### src/rtl/axis_pattern_gen_pkg.sv
// Shared video-stream definitions: pattern mode encodings, FSM states,
// the colour-bar table and the {8'h00,R,G,B} pixel packing.
package axis_pattern_gen_pkg;

  typedef enum logic [1:0] {
    PAT_BARS  = 2'd0,
    PAT_GRID  = 2'd1,
    PAT_RAMP  = 2'd2,
    PAT_SOLID = 2'd3
  } pat_mode_t;

  typedef enum logic [1:0] {
    ST_IDLE = 2'd0,
    ST_LINE = 2'd1,
    ST_GAP  = 2'd2
  } state_t;

  function automatic logic [23:0] bar_color(input logic [2:0] idx);
    case (idx)
      3'd0:    bar_color = 24'hFFFFFF;
      3'd1:    bar_color = 24'hFFFF00;
      3'd2:    bar_color = 24'h00FFFF;
      3'd3:    bar_color = 24'h00FF00;
      3'd4:    bar_color = 24'hFF00FF;
      3'd5:    bar_color = 24'hFF0000;
      3'd6:    bar_color = 24'h0000FF;
      default: bar_color = 24'h000000;
    endcase
  endfunction

  function automatic logic [31:0] pack_pixel(input logic [23:0] rgb);
    pack_pixel = {8'h00, rgb};
  endfunction

endpackage

### src/rtl/axis_pattern_gen_pixel.sv
// Combinational pattern generator: maps (mode, x, y, bar index, solid colour)
// to a 24-bit RGB pixel.
module axis_pat_pixel
  import axis_pattern_gen_pkg::*;
#(
  parameter int H_ACTIVE  = 480,
  parameter int V_ACTIVE  = 272,
  parameter int GRID_LOG2 = 4,
  parameter int XW        = 9,
  parameter int YW        = 9
) (
  input  logic [1:0]    mode,
  input  logic [XW-1:0] x,
  input  logic [YW-1:0] y,
  input  logic [2:0]    bar_idx,
  input  logic [23:0]   rgb,
  output logic [23:0]   pixel
);

  // Masks wider than a counter simply truncate, reducing to a compare with 0.
  localparam logic [XW-1:0] X_MASK = XW'((1 << GRID_LOG2) - 1);
  localparam logic [YW-1:0] Y_MASK = YW'((1 << GRID_LOG2) - 1);
  localparam logic [XW-1:0] X_LAST = XW'(H_ACTIVE - 1);
  localparam logic [YW-1:0] Y_LAST = YW'(V_ACTIVE - 1);

  logic [7:0] ramp;
  logic       grid_on;

  always_comb begin
    ramp    = 8'(x);
    grid_on = ((x & X_MASK) == '0) || ((y & Y_MASK) == '0) ||
              (x == X_LAST) || (y == Y_LAST);
    pixel   = 24'h000000;
    case (mode)
      PAT_BARS:  pixel = bar_color(bar_idx);
      PAT_GRID:  pixel = grid_on ? 24'hFFFFFF : 24'h000000;
      PAT_RAMP:  pixel = {ramp, ramp, ramp};
      PAT_SOLID: pixel = rgb;
      default:   pixel = 24'h000000;
    endcase
  end

endmodule

### src/rtl/axis_pattern_gen.sv
// AXI-Stream test-pattern video source: raster frames of H_ACTIVE x V_ACTIVE
// pixels with tuser on (0,0), tlast at end of line and LINE_GAP idle cycles.
module axis_pattern_gen
  import axis_pattern_gen_pkg::*;
#(
  parameter int H_ACTIVE  = 480,
  parameter int V_ACTIVE  = 272,
  parameter int LINE_GAP  = 4,
  parameter int GRID_LOG2 = 4
) (
  input  logic        clk,
  input  logic        rst,
  input  logic        enable,
  input  logic [1:0]  mode,
  input  logic [23:0] solid_rgb,
  output logic [31:0] m_axis_tdata,
  output logic        m_axis_tvalid,
  input  logic        m_axis_tready,
  output logic        m_axis_tuser,
  output logic        m_axis_tlast,
  output logic [3:0]  m_axis_tkeep,
  output logic        busy,
  output logic [15:0] frame_cnt,
  output logic [1:0]  fsm_state
);

  // Handshake: a beat moves on a rising edge with tvalid=1 and tready=1;
  // while tvalid=1 and tready=0 the beat is frozen, and tvalid only falls after a transfer.

  localparam int XW = $clog2(H_ACTIVE);
  localparam int YW = (V_ACTIVE > 1) ? $clog2(V_ACTIVE) : 1;
  localparam int GW = (LINE_GAP > 1) ? $clog2(LINE_GAP) : 1;
  localparam int BW = H_ACTIVE / 8;

  localparam logic [XW-1:0] X_LAST   = XW'(H_ACTIVE - 1);
  localparam logic [YW-1:0] Y_LAST   = YW'(V_ACTIVE - 1);
  localparam logic [XW-1:0] BW_LAST  = XW'(BW - 1);
  localparam logic [GW-1:0] GAP_LAST = GW'((LINE_GAP > 0) ? LINE_GAP - 1 : 0);

  state_t        state;
  logic [XW-1:0] x, bar_cnt, nx, nbar_cnt, pix_x;
  logic [YW-1:0] y, ny, pix_y;
  logic [2:0]    bar_idx, nbar_idx, pix_bar;
  logic [GW-1:0] gap_cnt;
  logic [1:0]    mode_q, pix_mode;
  logic [23:0]   rgb_q, pix_rgb, pixel;
  logic          last_x, last_y, relatch;

  // In LINE the pixel is built from the coordinates of the following beat;
  // in IDLE/GAP the stored (x,y) already name the beat about to be shown.
  always_comb begin
    last_x = (x == X_LAST);
    last_y = (y == Y_LAST);
    nx     = last_x ? '0 : x + 1'b1;
    ny     = last_x ? (last_y ? '0 : y + 1'b1) : y;
    if (last_x) begin
      nbar_idx = 3'd0;
      nbar_cnt = '0;
    end else if (bar_cnt == BW_LAST && bar_idx != 3'd7) begin
      nbar_idx = bar_idx + 3'd1;
      nbar_cnt = '0;
    end else begin
      nbar_idx = bar_idx;
      nbar_cnt = bar_cnt + 1'b1;
    end
    relatch  = (state == ST_IDLE) || (state == ST_LINE && last_x && last_y);
    pix_x    = (state == ST_LINE) ? nx : x;
    pix_y    = (state == ST_LINE) ? ny : y;
    pix_bar  = (state == ST_LINE) ? nbar_idx : bar_idx;
    pix_mode = relatch ? mode : mode_q;
    pix_rgb  = relatch ? solid_rgb : rgb_q;
  end

  axis_pat_pixel #(
    .H_ACTIVE (H_ACTIVE),
    .V_ACTIVE (V_ACTIVE),
    .GRID_LOG2(GRID_LOG2),
    .XW       (XW),
    .YW       (YW)
  ) u_pixel (
    .mode   (pix_mode),
    .x      (pix_x),
    .y      (pix_y),
    .bar_idx(pix_bar),
    .rgb    (pix_rgb),
    .pixel  (pixel)
  );

  always_ff @(posedge clk or posedge rst) begin
    if (rst) begin
      state         <= ST_IDLE;
      x             <= '0;
      y             <= '0;
      bar_idx       <= 3'd0;
      bar_cnt       <= '0;
      gap_cnt       <= '0;
      mode_q        <= 2'd0;
      rgb_q         <= 24'h0;
      m_axis_tdata  <= 32'h0;
      m_axis_tvalid <= 1'b0;
      m_axis_tuser  <= 1'b0;
      m_axis_tlast  <= 1'b0;
      frame_cnt     <= 16'h0;
    end else begin
      case (state)
        ST_IDLE: begin
          if (enable) begin
            mode_q        <= mode;
            rgb_q         <= solid_rgb;
            m_axis_tdata  <= pack_pixel(pixel);
            m_axis_tvalid <= 1'b1;
            m_axis_tuser  <= 1'b1;
            m_axis_tlast  <= 1'b0;
            state         <= ST_LINE;
          end
        end
        ST_LINE: begin
          if (m_axis_tvalid && m_axis_tready) begin
            x       <= nx;
            y       <= ny;
            bar_idx <= nbar_idx;
            bar_cnt <= nbar_cnt;
            m_axis_tuser <= 1'b0;
            m_axis_tlast <= 1'b0;
            if (last_x && last_y) begin
              frame_cnt <= frame_cnt + 16'd1;
              mode_q    <= mode;
              rgb_q     <= solid_rgb;
            end
            if (!last_x) begin
              m_axis_tdata <= pack_pixel(pixel);
              m_axis_tlast <= (nx == X_LAST);
            end else if (last_y && !enable) begin
              m_axis_tvalid <= 1'b0;
              state         <= ST_IDLE;
            end else if (LINE_GAP > 0) begin
              m_axis_tvalid <= 1'b0;
              gap_cnt       <= '0;
              state         <= ST_GAP;
            end else begin
              m_axis_tdata <= pack_pixel(pixel);
              m_axis_tuser <= last_y;
            end
          end
        end
        ST_GAP: begin
          gap_cnt <= gap_cnt + 1'b1;
          if (gap_cnt == GAP_LAST) begin
            m_axis_tdata  <= pack_pixel(pixel);
            m_axis_tvalid <= 1'b1;
            m_axis_tuser  <= (x == '0) && (y == '0);
            m_axis_tlast  <= 1'b0;
            state         <= ST_LINE;
          end
        end
        default: state <= ST_IDLE;
      endcase
    end
  end

  assign m_axis_tkeep = 4'hF;
  assign busy         = (state != ST_IDLE);
  assign fsm_state    = state;

endmodule
### config.mk
export PLATFORM = sky130hd
export DESIGN_NAME = axis_pattern_gen
export DESIGN_NICKNAME = d
export VERILOG_FILES = /design/src/rtl/axis_pattern_gen_pkg.sv /design/src/rtl/axis_pattern_gen_pixel.sv /design/src/rtl/axis_pattern_gen.sv
export SDC_FILE = /design/constraint.sdc
export NUM_CORES = 1
export LEC_CHECK = 0
export BUFFER_PORTS_ARGS = -buffer_cell sky130_fd_sc_hd__buf_4
export CELL_PAD_IN_SITES_DETAIL_PLACEMENT = 2
export CELL_PAD_IN_SITES_GLOBAL_PLACEMENT = 2
export CORE_UTILIZATION = 38
export CTS_BUF_LIST = sky130_fd_sc_hd__clkbuf_16
export DETAILED_ROUTE_END_ITERATION = 6
export PLACE_DENSITY_LB_ADDON = 0.15
export SYNTH_ARGS = -nofsm -noshare
export SYNTH_HDL_FRONTEND = slang
export SYNTH_HIERARCHICAL = 1
export SYNTH_SLANG_ARGS = --single-unit
### constraint.sdc
create_clock -name clk -period 3.91 [get_ports clk]
set_input_delay 0.782 -clock clk [delete_from_list [all_inputs] [get_ports clk]]
set_output_delay 0.782 -clock clk [all_outputs]
set_load 0.02 [all_outputs]
Word level (Yosys, flattened, before mapping)
Index checks and enable logic that the tools add are counted.
{ "classes": {"add_sub_neg": 6, "n_eq_ne": 26, "muxes": 51, "reduce_logical": 31} }
{ "op_table": {"columns": ["cell", "count"], "rows": [
  ["one-hot mux 24 bit (7 select lines)", 1],
  ["2-to-1 mux 32 bit", 4],
  ["2-to-1 mux 24 bit", 5],
  ["one-hot mux 24 bit (4 select lines)", 1],
  ["one-hot mux 32 bit (3 select lines)", 1],
  ["2-to-1 mux 9 bit", 7],
  ["one-hot mux 24 bit (2 select lines)", 1],
  ["== test 9 bit (second input constant)", 5],
  ["zero test 9 bit", 4],
  ["adder 9 x 1 -> 9 bit (second input constant)", 3],
  ["2-to-1 mux 2 bit", 12],
  ["adder 16 x 1 -> 16 bit (second input constant)", 1],
  ["AND reduction 4 bit", 4],
  ["2-to-1 mux 1 bit", 10],
  ["inequality test 2 bit (second input constant)", 5],
  ["AND reduction 5 bit", 2],
  ["== test 3 bit (second input constant)", 3],
  ["== test 9 x 6 -> 1 bit (second input constant)", 1],
  ["2-to-1 mux 3 bit", 3],
  ["one-hot mux 1 bit (3 select lines)", 3],
  ["== test 2 bit (second input constant)", 4],
  ["one-hot mux 2 bit (2 select lines)", 2],
  ["logical AND 1 bit", 7],
  ["== test 3 x 2 -> 1 bit (second input constant)", 2],
  ["other kinds (15)", 23]
]} }
{ "word_totals": {"ff_bits": 111, "output_inout_bits": 58} }

Depth between registers and ports, before layout
{ "logic_depth": {"ltp_word": 13, "depth_mapped": 13} }

Hierarchy
Netlist, hierarchy kept.
{ "by_module_without_submodules": {"columns": ["module", "n_inst", "cells_each", "area_per_inst_um2"], "rows": [
  ["axis_pattern_gen", 1, 507, 5622.9],
  ["axis_pat_pixel", 1, 108, 819.5]
]} }

Worst setup path after synthesis
OpenSTA, ideal clock, no wires.
{ "synth_path": {"path_kind": "reg2reg", "startpoint": "reg x[0]", "endpoint": "reg m_axis_tdata[21]", "setup_time_ps": 125, "arrival_time_ps": 2929, "required_time_ps": 3785, "path_slack_ps": 857, "stages_incl_launch_ff": 11, "n_path_buf": 1, "period_less_slack_ps": 3053, "path_cell_list": "dfrtp_1 > ha_1 > nand3_4 > nor3_4 > nand2_4 > a21oi_4 > mux2_2 > nor4b_4 > buf_4 > a311oi_2 > mux2_2"} }
{ "synth_lines": {"columns": ["element", "line_no", "source"], "rows": [
  ["from (decl)", "axis_pattern_gen.sv:41", "logic [XW-1:0] x, bar_cnt, nx, nbar_cnt, pix_x;"],
  ["from (signal assigned)", "axis_pattern_gen.sv:119", "x <= nx;"],
  ["== test 9 bit *", "axis_pattern_gen.sv:52", "last_x = (x == X_LAST);"],
  ["logical AND 1 bit * (2 in series)", "axis_pattern_gen.sv:66", "relatch = (state == ST_IDLE) || (state == ST_LINE && last_x && last_y);"],
  ["logical OR 1 bit *", "axis_pattern_gen.sv:66", null],
  ["2-to-1 mux 2 bit *", "axis_pattern_gen.sv:70", "pix_mode = relatch ? mode : mode_q;"],
  ["named net pix_mode[1]", "axis_pattern_gen.sv:45", "logic [1:0] mode_q, pix_mode;"],
  ["== test 2 bit (tied with other cells)", "axis_pattern_gen_pixel.sv:34", "case (mode)"],
  ["one-hot mux 24 bit (4 select lines) *", "axis_pattern_gen_pixel.sv:34", null],
  ["named net pixel[21]", "axis_pattern_gen.sv:46", "logic [23:0] rgb_q, pix_rgb, pixel;"],
  ["2-to-1 mux 32 bit", "axis_pattern_gen.sv:130", "if (!last_x) begin"],
  ["2-to-1 mux 32 bit", "axis_pattern_gen.sv:118", "if (m_axis_tvalid && m_axis_tready) begin"],
  ["one-hot mux 32 bit (3 select lines) *", "axis_pattern_gen.sv:105", "case (state)"],
  ["to (signal assigned)", "axis_pattern_gen.sv:110", "m_axis_tdata <= pack_pixel(pixel);"],
  ["to (signal assigned)", "axis_pattern_gen.sv:131", "m_axis_tdata <= pack_pixel(pixel);"],
  ["to (signal assigned)", "axis_pattern_gen.sv:141", "m_axis_tdata <= pack_pixel(pixel);"],
  ["to (decl)", "axis_pattern_gen.sv:16", "output logic [31:0] m_axis_tdata,"]
]} }
The timed path passes the listed nets; every way through them passes the cells marked *. The select of a mux whose other input is x is not followed.
A chain may end at the register's enable or synchronous reset.

Worst setup path after layout
{ "layout_path": {"startpoint": "reg x[0]", "endpoint": "reg m_axis_tdata[5]"} }
Same word-level chain as after synthesis.

==> impl_metrics.toml <==
[cts]
postCtsSetupRepairBufs = 0
hold_buffers = 0
cts_tree = "yes"
htreeDepth = 3
clockBufferDepth = 2
cts-root-buf = "clkbuf_16"
numCtsBuffers = 9
path_clk_slew_ns = 0.08
cts_resized = 0
insertion_delay_ns = 0.36
cts_num_sinks = 103

[worst_setup_path]
arrival_ns = 3.86
worstReg2RegEnd = "m_axis_tdata[5]"
cp_slowest_cell = "dfrtp_1"
crit_start = "x[0]"
setup.worst_path.end_class = "flip-flop"
r2r-start = "x[0]"
start_kind = "flip-flop"
max_stage_delay_ns = 0.48
r2r_slack_ns = 0.29
path_max_fanout = 25
required_ns = 4.15
r2r_cells = 11
crit_path_cell_trace = "ha_1 -> nand3_4 -> nor3_4 -> nand2_4 -> a21oi_4 -> buf_4 -> mux2_2 -> nor4b_4 -> buf_4 -> a311oi_2 -> mux2_2"
crit_end = "m_axis_tdata[5]"
critical_path_class = "reg -> reg"

[grt]
grt_pass1_vias = 5655
grt_max_degree = 47
grt.total_usage = 0.2294
grt_antenna_before_repair = 0
grt-ovfl-total = 0
grt_first_pass_wirelength_mm = 31.50

[sta]
fin_crit_sh = 0.9251
fin_crit_ns = 3.617
hold_viol = 0
fin_skew_ns = 0.009555
slew_headroom = 0.5850
tightest_slew_ns = 0.6226
rsz0062_at_grt = "no"
drv_slew = 0
fin_setup_tns_ns = 0
finalSetupViolations = 0
max_freq_ghz = 0.2764

[power_and_ir_drop]
seqPwrFrac = 0.518
p_leak_nw = 3.364
switching_share = 0.2538
total_power_mw = 2.097
ir_drop_mv = 0.1877
netSwitchingPower_mw = 0.5322
internal_power_mw = 1.565
pwr-share-comb = 0.055
p_clk_frac = 0.427
powerDensity_nw_per_um2 = 280.9

[yosys]
synthTopCellsByArea = "dfrtp_1 (40%), mux2_2 (10%), a311oi_2 (4.7%)"
ys_types = 67
synth_area_um2 = 6442
ys_ff_latch = 103
async_flop_share = 1.000
synth_edf_count = 0
yosysSeqAreaShare = 0.4001
synthTopCellsByCount = "dfrtp_1 (103), mux2_2 (59), nand2_1 (52)"
syn_inst = 615
synth_most_common_cell = "dfrtp_1"
synth_ff_type = "dfrtp_1"
yosys_warnings = 6
syn_avg_cell_area_um2 = 10.48
netlist.area_leader.share = 0.4001
synth_top_area_cell = "dfrtp_1"

[final_layout]
fillCellCount = 1790
area_delta_synth_final_pct = 15.89
layout.nets = 724
n_antenna_cell = 0
drive_gt1_frac = 0.3454
multi_input_area_um2 = 3542
register_area_um2 = 2577

[placed_design]
port_buffers = 75
dp_hpwl_mm = 13.73
gp_congestion = 0.8205

[routing]
post_drt_wl_per_cell_um = 21.18
vias = 5125
drtIter0Drc = 257
vias_per_cell = 5.638
ant_nets = 0
wl_mm = 19.26
drcViolationCount = 0
dr.pass1.iters = 4

[die]
rows = 47
die_area_um2 = 17480
die-width_um = 132.2
die_h_um = 132.2
io_pins = 88
start_util = 0.3885
core_area_um2 = 16580

[flow_run]
drv_cap = 0

[min_path]
worstHoldPathType = "reg -> reg"

[status]
outcome = "complete, no violations"
## state kept, by name, summed over array words and instances (netlist names)
signal and count:
m_axis_tvalid 1, m_axis_tlast 1, mode_q 2, bar_cnt 9, y 9, rgb_q 24, gap_cnt 2, fsm_state 2
x 9, m_axis_tuser 1, m_axis_tdata 24, frame_cnt 16, bar_idx 3
## final cells by class
type,count,area share
multi-input combinational,459,0.4744
sequential,103,0.3452
timing repair buffer,99,0.09955
tap,220,0.03687
clock buffer,9,0.03017
clock inverter,7,0.007374
inverter,12,0.006368
## power by group through the flow
stage	clock, mW	sequential [mW]	combinational (mW)
5_1_grt	0.960	1.09	0.125
3_5_place_dp	0	1.11	0.117
4_1_cts	0.919	1.09	0.118
3_3_place_gp	0	1.11	0.113
6_report	0.896	1.09	0.114
2_1_floorplan	0	1.12	0.0469
## placed cells by master, fill, tap and decap left out, types with 10 or more instances in the layout
| cell | count |
|---|---|
| buf_4 | 99 |
| ha_1 | 10 |
| inv_1 | 12 |
| nand3_1 | 24 |
| xnor2_1 | 23 |
| o21ai_0 | 38 |
| nand2b_1 | 15 |
| mux2_4 | 20 |
| mux2_2 | 59 |
| a311oi_2 | 20 |
| dfrtp_1 | 103 |
| conb_1 | 12 |
| nor2_1 | 44 |
| nand2_1 | 52 |
| a21oi_1 | 30 |
## kinds of logic (layout without fill, tap and decap cells)
family / Yosys count / after routing / synth area share
DFF: 103 / 103 / 0.4001
xor gates and xnor gates: 27 / 27 / 0.03671
buffers and inverters: 63 / 127 / 0.05729
other: 2 / 12 / 0.001166
adders and majority gates: 10 / 10 / 0.01942
and+or+nand+nor: 199 / 199 / 0.1777
muxes: 81 / 81 / 0.1528
AOI/OAI and AO/OA: 130 / 130 / 0.1548
## layer usage
layer / share of wire / global-route usage
met1: 0.46 / 0.3016
met2: 0.50 / 0.3907
met3: 0.027 / 0.03998
met4: 0.013 / 0.05747
met5: 0 / 0
## how the worst min path moves through the flow
stage,startpoint,to,slack [ns],depth (start not counted)
final,frame_cnt[15],frame_cnt[15],0.47,1
after CTS,frame_cnt[15],frame_cnt[15],0.48,1
after detailed placement,frame_cnt[15],frame_cnt[15],0.47,1
after global routing,frame_cnt[15],frame_cnt[15],0.51,1
after floorplan,bar_cnt[8],bar_cnt[8],0.44,1
after global placement,frame_cnt[15],frame_cnt[15],0.47,1
## worst max-delay path: cells and delay by family (launching register included)
kind	cells	cell delay (ns)
AO/OA/AOI/OAI	2	0.36
flip-flops	1	0.48
adder cells (fa/ha/maj)	1	0.39
buffers and inverters	2	0.84
AND/OR/NAND/NOR	4	0.80
multiplexers	2	0.59
## stage by stage
step                hold slack, ns  cell area, µm²  std cells    util  setup slack [ns]
global placement            0.4659            7177        893  0.4328            0.4298
floorplan                   0.4388            6480        625       -            0.4242
finish                      0.4724            7466        909  0.4502            0.2927
CTS                         0.4832            7457        909  0.4497            0.1951
detailed placement          0.4716            7177        893  0.4328            0.2710
global route                0.5143            7466        909  0.4502           0.07262
Note: power is estimated with default switching activity, not from simulation.
